<file path="config.mk">
export PLATFORM = sky130hd
export DESIGN_NAME = uart_rx_sampler
export DESIGN_NICKNAME = d
export VERILOG_FILES = /design/src/rtl/uart_rx_sampler.sv
export SDC_FILE = /design/constraint.sdc
export NUM_CORES = 1
export LEC_CHECK = 0
export ABC_AREA = 1
export CORE_MARGIN = 10
export CORE_UTILIZATION = 45
export CTS_BUF_LIST = sky130_fd_sc_hd__clkbuf_2
export CTS_CLUSTER_DIAMETER = 50
export CTS_CLUSTER_SIZE = 40
export DETAILED_ROUTE_END_ITERATION = 8
export GPL_TIMING_DRIVEN = 0
export PLACE_DENSITY = 0.68
export SETUP_SLACK_MARGIN = 0.5
export SYNTH_ARGS = -nofsm -noshare
export SYNTH_HDL_FRONTEND = slang
export SYNTH_SLANG_ARGS = --single-unit
</file>
<file path="constraint.sdc">
create_clock -name CLK_I -period 1.7 [get_ports CLK_I]
set_input_delay 0.51 -clock CLK_I [delete_from_list [all_inputs] [get_ports CLK_I]]
set_output_delay 0.51 -clock CLK_I [all_outputs]
set_load 0.02 [all_outputs]
</file>
<file path="src/rtl/uart_rx_sampler.sv">
// UART receive front end: rx synchroniser, 16x oversampling tick generator and
// start/data/stop deframer that strobes each byte into the downstream rx FIFO.
//
//   state | meaning
//   ------+---------------------------------------------------------------
//   IDLE  | line idle, waiting for rx_s low (start edge)
//   START | counting to mid start bit, re-checking the line there
//   DATA  | sampling DBIT data bits at mid-bit, LSB first
//   STOP  | counting through the stop bit, sampling at its end tick
//   BRK   | line stuck low after a bad stop bit; wait for it to go high
module uart_rx_sampler #(
    parameter int DBIT    = 8,
    parameter int SB_TICK = 16,
    parameter int DVSR_W  = 11
) (
    input  logic              CLK_I,
    input  logic              RST_I,
    input  logic [DVSR_W-1:0] dvsr,
    input  logic              rx,
    output logic [DBIT-1:0]   dout,
    output logic              rx_done_tick,
    output logic              frame_err,
    output logic              busy
);

    localparam int S_W = (SB_TICK > 16) ? $clog2(SB_TICK) : 4;
    localparam int N_W = (DBIT > 1) ? $clog2(DBIT) : 1;

    localparam logic [S_W-1:0] S_MID  = S_W'(7);
    localparam logic [S_W-1:0] S_LAST = S_W'(15);
    localparam logic [S_W-1:0] S_STOP = S_W'(SB_TICK - 1);
    localparam logic [N_W-1:0] N_LAST = N_W'(DBIT - 1);

    typedef enum logic [2:0] {
        IDLE,
        START,
        DATA,
        STOP,
        BRK
    } state_t;

    state_t            state;
    logic              rx_meta;
    logic              rx_s;
    logic [DVSR_W-1:0] c;
    logic              tick;
    logic [S_W-1:0]    s;
    logic [N_W-1:0]    n;
    logic [DBIT-1:0]   b;

    always_ff @(posedge CLK_I or posedge RST_I) begin
        if (RST_I) begin
            rx_meta <= 1'b1;
            rx_s    <= 1'b1;
        end else begin
            rx_meta <= rx;
            rx_s    <= rx_meta;
        end
    end

    // >= rather than == so a divisor lowered below the current count fires at once
    assign tick = (c >= dvsr);

    always_ff @(posedge CLK_I or posedge RST_I) begin
        if (RST_I) begin
            c <= '0;
        end else if (tick) begin
            c <= '0;
        end else begin
            c <= c + 1'b1;
        end
    end

    always_ff @(posedge CLK_I or posedge RST_I) begin
        if (RST_I) begin
            state        <= IDLE;
            s            <= '0;
            n            <= '0;
            b            <= '0;
            dout         <= '0;
            rx_done_tick <= 1'b0;
            frame_err    <= 1'b0;
        end else begin
            rx_done_tick <= 1'b0;
            case (state)
                IDLE: begin
                    if (!rx_s) begin
                        s     <= '0;
                        state <= START;
                    end
                end
                START: begin
                    if (tick) begin
                        if (s == S_MID) begin
                            if (!rx_s) begin
                                s     <= '0;
                                n     <= '0;
                                state <= DATA;
                            end else begin
                                state <= IDLE;
                            end
                        end else begin
                            s <= s + 1'b1;
                        end
                    end
                end
                DATA: begin
                    if (tick) begin
                        if (s == S_LAST) begin
                            s <= '0;
                            b <= {rx_s, b[DBIT-1:1]};
                            if (n == N_LAST) begin
                                state <= STOP;
                            end else begin
                                n <= n + 1'b1;
                            end
                        end else begin
                            s <= s + 1'b1;
                        end
                    end
                end
                STOP: begin
                    if (tick) begin
                        if (s == S_STOP) begin
                            s            <= '0;
                            dout         <= b;
                            frame_err    <= ~rx_s;
                            rx_done_tick <= 1'b1;
                            state        <= rx_s ? IDLE : BRK;
                        end else begin
                            s <= s + 1'b1;
                        end
                    end
                end
                BRK: begin
                    if (rx_s) begin
                        state <= IDLE;
                    end
                end
                default: state <= IDLE;
            endcase
        end
    end

    assign busy = (state != IDLE);

endmodule
</file>
After elaboration in Yosys (flattened, before gate mapping)
Cells that the tools add are included.
{"block": "classes", "bitwise_logic": 1, "addsub": 3, "muxes": 29, "eq_ne": 19, "n_lt_le_gt_ge": 1, "reduce_logical": 10}
{"op": "two-way mux 3 bit", "n": 16}
{"op": "inequality test 2 bit (second input constant)", "n": 11}
{"op": "two-way mux 4 bit", "n": 5}
{"op": "one-hot mux 3 bit (5 select lines)", "n": 1}
{"op": "one-hot mux 4 bit (3 select lines)", "n": 1}
{"op": "adder 11 x 1 -> 11 bit (second input constant)", "n": 1}
{"op": ">= comparator 11 bit", "n": 1}
{"op": "two-way mux 11 bit", "n": 1}
{"op": "AND reduction 3 bit", "n": 3}
{"op": "AND reduction 9 bit", "n": 1}
{"op": "AND reduction 7 bit", "n": 1}
{"op": "equality test 3 x 2 -> 1 bit (second input constant)", "n": 2}
{"op": "equality test 3 bit (second input constant)", "n": 2}
{"op": "one-hot mux 3 bit (2 select lines)", "n": 1}
{"op": "nonzero test 3 bit", "n": 2}
{"op": "adder 4 x 1 -> 4 bit (second input constant)", "n": 1}
{"op": "equality test 4 x 3 -> 1 bit (second input constant)", "n": 1}
{"op": "equality test 4 bit (second input constant)", "n": 1}
{"op": "adder 3 x 1 -> 3 bit (second input constant)", "n": 1}
{"op": "equality test 3 x 1 -> 1 bit (second input constant)", "n": 1}
{"op": "zero test 3 bit", "n": 1}
{"op": "two-way mux 1 bit", "n": 3}
{"op": "two-way mux 2 bit", "n": 1}
{"op": "inequality test 2 x 1 -> 1 bit (second input constant)", "n": 1}
{"op": "other kinds (3)", "n": 3}
{"block": "word_totals", "regBits": 41, "word_cells": 73, "out_inout_bits": 11, "in_bits": 14}

Depth between registers and ports, before layout
Gate-level depths: netlist (run 1).
{"block": "depth", "depth_word": 5, "mapped_depth": 14, "ltp_nobuf": 14}

Least setup slack after synthesis (run 1)
OpenSTA, ideal clock, no wires.
{"block": "synth_path", "path_type": "input to register", "from": "input dvsr[10]", "to": "register dout[1]", "n_path_buf": 1, "slack_ns": -0.114, "path_stages": 12, "t_required_ns": 1.583, "setup_ns": 0.117, "arrival_time_ns": 1.696, "path_cell_list": "inv_1 > ha_1 > nand2_2 > nor2_1 > nand3b_1 > nand2_2 > o21bai_4 > inv_4 > nand2_4 > buf_6 > nand2_2 > o21ai_2"}
{"block": "synth_between", "elab_chain_len": 2}
{"element": "from (decl)", "line": "18", "rtl": "input logic [DVSR_W-1:0] dvsr,"}
{"element": ">= comparator 11 bit", "line": "62", "rtl": "assign tick = (c >= dvsr);"}
{"element": "AND reduction 3 bit (no line)"}
{"element": "to (signal assigned)", "line": "80", "rtl": "dout <= '0;"}
{"element": "to (signal assigned)", "line": "126", "rtl": "dout <= b;"}
{"element": "to (decl)", "line": "20", "rtl": "output logic [DBIT-1:0] dout,"}
Every way passes these cells.
A chain may end at the register's enable or synchronous reset.

Final worst setup path (run 1)
{"block": "layout_path", "from": "register c[5]", "to": "register s[3]"}
{"block": "layout_between", "elab_chain_len": 3, "word_cells_on_any_way": 4, "cone_classes": "order compare: 1; eq/ne: 2; reduce/logical: 1"}
{"element": "from (decl)", "line": "45", "rtl": "logic [DVSR_W-1:0] c;"}
{"element": "from (signal assigned)", "line": "70", "rtl": "c <= c + 1'b1;"}
{"element": ">= comparator 11 bit *", "line": "62"}
{"element": "inequality test 2 x 1 -> 1 bit (no line) or inequality test 2 bit (tied branches)"}
{"element": "AND reduction 3 bit (no line) *"}
{"element": "to (signal assigned)", "line": "103", "rtl": "s <= s + 1'b1;"}
{"element": "to (signal assigned)", "line": "118", "rtl": "s <= s + 1'b1;"}
{"element": "to (signal assigned)", "line": "131", "rtl": "s <= s + 1'b1;"}
{"element": "to (decl)", "line": "47", "rtl": "logic [S_W-1:0] s;"}
Every way passes the cells marked *; elsewhere a longest branch is shown, timed or not.

==> results of run 1 <==
per-layer routing:
metal  track usage (%)  up-vias
met3              3.50        4
met5                 0        -
li1                  -      999
met1              14.6      955
met2              22.1       33
met4              3.08        0
power groups by stage:
stage / Combinational (W) / Clock [W] / Sequential, W
3_3_place_gp: 0.00128 / 0 / 0.00135
2_1_floorplan: 0.00106 / 0 / 0.00132
6_report: 0.00199 / 0.000585 / 0.00135
3_5_place_dp: 0.00132 / 0 / 0.00136
4_1_cts: 0.00157 / 0.000601 / 0.00134
5_1_grt: 0.00224 / 0.000642 / 0.00137
worst register-to-register path: stages, from the launching register on:
cell and delay [ns]:
dfrtp_2 0.49, ha_4 0.27, nand2_2 0.05, inv_2 0.05, nand2_1 0.04, nor2_1 0.09, nand2_1 0.07, nand2_2 0.12
nor2_4 0.09, o21ai_4 0.23, buf_6 0.14, buf_6 0.09, o21ai_2 0.04
logic make-up (layout without fill, tap and decap cells):
family                     Yosys count  in the layout  share of synthesized area, %
AOI/OAI and AO/OA                   42             42                          13.5
and+or+nand+nor                    120            121                          24.4
adders and majority gates           15             15                          8.04
xor gates and xnor gates             3              3                          1.13
buffers and inverters               51            116                          8.95
DFF                                 41             41                          44.1
Yosys cell counts:
cell type,n
xor2_1,3
nand2_2,7
nor3_4,1
o21bai_4,1
nor3_1,6
nor3_2,1
inv_2,5
or2_2,1
inv_1,43
nor2_4,1
o21ai_4,2
nand2_4,2
o311ai_0,2
nand3_1,8
dfrtp_1,39
inv_4,1
nor2_2,5
ha_1,15
o21ai_2,13
a31oi_1,1
nor3b_2,1
a21oi_1,9
o21ai_1,6
nand4_1,3
o21ai_0,5
nand2_1,66
o211ai_1,1
nor2_1,15
a21oi_2,1
buf_6,2
nand3b_1,3
o32ai_1,1
dfstp_2,2
sequential cells by signal, indices dropped and copies added, names as in the netlist:
name	flops
c	11
s	4
state	3
dout	8
b	8
rx_done_tick	1
rx_meta	1
n	3
frame_err	1
rx_s	1
layout by cell type (no fill, tap or decap), types with 8 or more instances in the layout:
master	netlist	layout
buf_6	2	17
buf_4	0	23
nand2_1	66	44
o21ai_2	13	17
dfrtp_2	0	8
dfrtp_1	39	31
a21oi_1	9	8
nor2_1	15	10
nand2_2	7	21
dlygate4sd2_1	0	10
ha_4	0	11
inv_1	43	31
nand2_4	2	9
inv_2	5	8
area by class of cell:
cell class	instances	share of cell area, %
Tap cell	70	2.47
Inverter	49	7.07
Clock inverter	2	1.10
Buffer	2	0.848
Multi-Input combinational cell	181	42.2
Clock buffer	6	0.848
Sequential cell	41	29.3
Timing Repair Buffer	57	16.1
final timing paths:
kind	end	cells past startpoint
max reg2reg	s[3]$_DFFE_PP0P_	12
min reg2reg	rx_s$_DFF_PP1_	0
max	s[3]$_DFFE_PP0P_	12
min	rx_s$_DFF_PP1_	0
max in group asynchronous	c[2]$_DFF_PP0_	2
min in group asynchronous	c[10]$_DFF_PP0_	2
stage by stage:
stage	setup TNS (ns)	utilization, %
global placement	-29.24	56.2
finish	-3.08	69.8
detailed placement	-29.84	56.2
CTS	-2.21	64.3
global route	-7.71	69.8
floorplan	-0.576	-
what timing repair did:
item,4_1_cts,5_1_grt
gates resized for setup,119,44
gates cloned,3,0
setup buffers,19,12
pin swaps,19,18
setup endpoints to repair,50,50
==> results.cfg, run 1 <==
[die]
dieArea_um2 = 8470
io_pins = 25
die_x_um = 92.0
rows = 26
die_height_um = 92.0
core-area_um2 = 5070
start_util_pct = 46.0

[clock_tree]
cts_buffer_depth = 2
worst_skew_pair.late_latency_ns = 0.40
cts_tree = yes
numClockSinks = 41
ctsHtreeMaxLevel = 2
cts_made_buffers = 5
clkTransAtPathRegs_ns = 0.22
hold_buffers = 0
root_buffer = clkbuf_2

[grt]
grt_max_degree = 42
overflow = 0
track_usage_pct = 12.5
grt_pass1_wl_mm = 8.85
grt_pass1_vias = 1941
antenna_found_initial = 0

[critical_path]
end_kind = flop
startpoint = c[5]$_DFF_PP0_
crit_chain = ha_4 > nand2_2 > inv_2 > nand2_1 > nor2_1 > nand2_1 > nand2_2 > nor2_4 > o21ai_4 > buf_6 > buf_6 > o21ai_2
crit_fanout = 6
critical_path.max_stage_delay_ns = 0.49
startpoint_type = flop
cp_data_required_time_ns = 2.01
cp_slowest_cell = dfrtp_2
regToRegSetupSlack_ns = -0.17
critical_path_class = reg2reg
critPathBufInv = 3
cp.arrival_ns = 2.17
crit_family = flip-flops
reg2reg_from = c[5]$_DFF_PP0_

[pwr]
p_total_w = 0.00392
p_int_w = 0.00233
seq_power_share_pct = 34.3
combPwrFrac_pct = 50.8
switching_share_pct = 40.6
ir_drop_mv = 0.730
clkPwrFrac_pct = 14.9
leakage_nw = 1.67
powerDensity_nw_per_um2 = 1110
power.switching_w = 0.00159

[run]
max_cap_violations = 0

[routing]
drtPass1Iterations = 4
routed_wl_mm = 5.50
drt-initial-drc-count = 84
route.met3.wl_um = 222
drc = 0
ant_nets = 0
vias = 1991
viasPerCell = 4.88
wl_per_cell_um = 13.5
routed-wl-met2_mm = 2.95
wl_met1_mm = 2.27
top_layer_used = met4

[finish]
multiInputGateArea_um2 = 1490
drive_above_1_share_pct = 50.6
final_cell_area_um2 = 3540
diodes = 0
seq_area_um2 = 1040
nFillCells = 400
syn2layout_area_growth_pct = 51.7
nNetsFinal = 366
fin_cells = 408

[place]
placed_area_um2 = 2850
port_buffers = 24
gp_congestion = 0.862
dp_hpwl_mm = 3.36
dp_cells = 366
detailedPlace.worstSlack_ns = -0.864

[outcome]
status = finished, violations left
violations = setup timing

[logic_synthesis]
synth_fp_nets = 301
synth_warnings = 0
netlist_area_um2 = 2330
yosys.area.top_type = dfrtp_1
synth.area.top_cells = dfrtp_1, nand2_1, ha_1
synth_area_per_cell_um2 = 8.58
synthCells = 272
yosysUniqueCellTypes = 33
ys_seq_area_share_pct = 44.1
yosysTopAreaCellShare_pct = 41.8
ys_ff_latch = 41

[timing]
post-route-period-util_pct = 110
finalMaxSlewViolations = 0
hold_viol = 0
relSlewSlack_pct = 40.0
hold_ws_ns = 0.370
rsz0062_at_grt = yes
skew_ns = 0.0176
worst_slack_ns = -0.165
period_needed_ns = 1.87
worst_slew_pin_slew_ns = 0.898
setup_violations = 33
fmax_mhz = 536

[min_path]
hold_start = rx_meta$_DFF_PP1_
min_path_type = reg2reg
No activity file was read; power rests on OpenSTA's default activity.
==> inputs of run 2 (changes only) <==
--- a/config.mk
+++ b/config.mk
@@ -5,7 +5,6 @@
 export SDC_FILE = /design/constraint.sdc
 export NUM_CORES = 1
 export LEC_CHECK = 0
-export ABC_AREA = 1
 export CORE_MARGIN = 10
 export CORE_UTILIZATION = 45
 export CTS_BUF_LIST = sky130_fd_sc_hd__clkbuf_2
@@ -13,7 +12,7 @@
 export CTS_CLUSTER_SIZE = 40
 export DETAILED_ROUTE_END_ITERATION = 8
 export GPL_TIMING_DRIVEN = 0
-export PLACE_DENSITY = 0.68
+export PLACE_DENSITY = 0.69
 export SETUP_SLACK_MARGIN = 0.5
 export SYNTH_ARGS = -nofsm -noshare
 export SYNTH_HDL_FRONTEND = slang
==> run 2 against run 1 <==
  * The flow still finishes with violations (setup timing)
  * Wire length shrank 0.40%
  * Register-to-register slack lost 0.26 ns
  * Area after synthesis shrank 6.2%
  * Setup slack lost 0.26 ns
  * Clock skew grew 0.021 ns
  * Final cell count shrank 16%
  * Clock power shrank 5.6%
  * Sequential power shrank 5%
  * Synthesized cell count shrank 25%
  * Die area shrank 4.9%
  * Non-clock buffer count grew 12
  * Largest cell class unchanged
  * Highest routed layer unchanged
==> results.cfg, run 2 <==
[logic_synthesis]
yosysTopAreaCellShare_pct = 44.6
synth_xor_area_share_pct = 4.40
synth_fp_nets = 232
synth-async-reset-ratio_pct = 100
muxShareOfSynthArea_pct = 11.8
synth_most_common_cell = dfrtp_1
synth_edf_count = 0
synthAdderAreaFrac_pct = 8.57
synth.area.top_cells = dfrtp_1, ha_1, mux2_2
synth_area_per_cell_um2 = 10.8
synthFlopType = dfrtp_1
synthTopCellsByCount = dfrtp_1, inv_1, nor2_1, ha_1, mux2_2
synth-simple-area-share_pct = 13.6
yosysUniqueCellTypes = 42
ys_ff_latch = 41
ys_seq_area_share_pct = 47.0
synthCells = 203
yosys.area.top_type = dfrtp_1
synth_compound_area_share_pct = 8.97
netlist_area_um2 = 2190
synth_top_family_by_area = simple AND/OR/NAND/NOR gates
synth_warnings = 0

[clock_tree]
hold_buffers = 0
ctsHtreeMaxLevel = 2
cts_buffer_depth = 2
root_buffer = clkbuf_2
cts_made_buffers = 5
clkTransAtPathRegs_ns = 0.19
numClockSinks = 41
worst_skew_pair.late_latency_ns = 0.43
cts_tree = yes

[timing]
worst_slew_pin_slew_ns = 0.533
rsz0062_at_grt = yes
skew_ns = 0.0387
hold_viol = 0
finalMaxSlewViolations = 0
setup_violations = 40
fmax_mhz = 471
hold_ws_ns = 0.370
post-route-period-util_pct = 125
worst_slack_ns = -0.422
period_needed_ns = 2.12
tns_ns = -14.73
relSlewSlack_pct = 64.4

[place]
detailedPlace.worstSlack_ns = -1.21
dp_cells = 294
gp_congestion = 0.778
port_buffers = 24
dp_hpwl_mm = 2.90

[routing]
vias = 1713
wl_per_cell_um = 16.0
ant_nets = 0
drtPass1Iterations = 4
drt-initial-drc-count = 63
viasPerCell = 5.01
drc = 0
routed_wl_mm = 5.48

[pwr]
combPwrFrac_pct = 47.6
power.switching_w = 0.00123
p_total_w = 0.00349
powerDensity_nw_per_um2 = 1020
leakage_nw = 1.63
clkPwrFrac_pct = 15.8
seq_power_share_pct = 36.6
ir_drop_mv = 0.510
p_int_w = 0.00226
switching_share_pct = 35.3

[grt]
grt_max_degree = 42
antenna_found_initial = 0
grt_pass1_vias = 1767
track_usage_pct = 12.5
overflow = 0
grt_pass1_wl_mm = 8.46

[die]
start_util_pct = 46.4
core-area_um2 = 4720
die_height_um = 89.8
rows = 25
dieArea_um2 = 8060
io_pins = 25
die_x_um = 89.8

[finish]
layout_common_cells = dfrtp_1, buf_4, buf_6
fin_cells = 342
diodes = 0
final_common_cell = dfrtp_1
regMostFlops = c
syn2layout_area_growth_pct = 55.9
drive_above_1_share_pct = 53.1
top_regs = c x11, b x8, dout x8
nNetsFinal = 304
largest_reg_flops = 11

[critical_path]
cp_data_required_time_ns = 2.00
critical_path_class = reg2reg
cp.arrival_ns = 2.42
crit_fanout = 8
end_kind = flop
startpoint_type = flop

[min_path]
min_path_type = reg2reg

[run]
max_cap_violations = 0

[outcome]
status = finished, violations left
violations = setup timing
run 2: changes by cell type after synthesis, sizes merged, moves of 4 or more:
cell   change
and3       +4
o21ai     -18
mux2      +18
xor2       +5
nand2     -66
nor3       -4
inv       -27
run 2: power by group through the flow:
stage / clock network (W) / logic [W] / registers (W)
finish: 0.000552 / 0.00166 / 0.00128
global placement: 0 / 0.000840 / 0.00132
CTS: 0.000564 / 0.00133 / 0.00126
floorplan: 0 / 0.000687 / 0.00128
global route: 0.000606 / 0.00182 / 0.00130
detailed placement: 0 / 0.000868 / 0.00132
run 2: metrics by stage:
step | utilization (%) | area [µm²]
floorplan | - | 2280
finish | 72.3 | 3410
CTS | 67.6 | 3190
detailed placement | 55.2 | 2610
global route | 72.3 | 3410
global placement | 55.2 | 2610
run 2: final timing paths:
check	from	endpoint	slack, ns	cells past startpoint
worst max-delay path	c[6]$_DFF_PP0_	b[7]$_DFFE_PP0P_	-0.42	8
worst min-delay path	rx_meta$_DFF_PP1_	rx_s$_DFF_PP1_	0.37	0
worst max register to register	c[6]$_DFF_PP0_	b[7]$_DFFE_PP0P_	-0.42	8
worst min register to register	rx_meta$_DFF_PP1_	rx_s$_DFF_PP1_	0.37	0
max in group asynchronous	RST_I	rx_s$_DFF_PP1_	0.83	2
min in group asynchronous	RST_I	dout[0]$_DFFE_PP0P_	0.50	2
run 2: cells by family after synthesis:
group | count (synthesis)
AO/OA/AOI/OAI | 28
XOR/XNOR | 11
adder cells (fa/ha/maj) | 15
buffers and inverters | 29
flip-flops | 41
multiplexers | 21
AND/OR/NAND/NOR | 58
run 2: layer usage:
metal | global-route usage (%) | up-vias | wire (µm)
met3 | 3.33 | 6 | 258
li1 | - | 840 | -
met1 | 14.5 | 832 | 2300
met5 | 0 | - | 0
met4 | 3.91 | 0 | 61
met2 | 21.8 | 35 | 2860
run 2: cell type report:
| class | count | area, µm² |
|---|---|---|
| Multi-Input combinational cell | 133 | 1380 |
| Fill cell | 310 | 1310 |
| Sequential cell | 41 | 1030 |
| Timing Repair Buffer | 64 | 654 |
| Buffer | 7 | 98.8 |
| Inverter | 22 | 98.8 |
| Tap cell | 67 | 83.8 |
| Clock inverter | 2 | 35.0 |
| Clock buffer | 5 | 25.0 |
| Timing Repair inverter | 1 | 7.51 |
run 2: what timing repair did:
action	in CTS	in global routing
setup buffers	22	15
gates cloned	3	1
pin swaps	38	17
endpoints found under the setup margin	50	51
gates resized for setup	147	20
run 2: worst max-delay path, cell delays in order, from the launching register on:
cell	delay (ns)
dfrtp_2	0.48
ha_4	0.23
a21oi_2	0.12
o21ai_2	0.07
a221oi_2	0.33
o21ai_4	0.17
buf_6	0.15
nand3_4	0.13
mux2_4	0.32
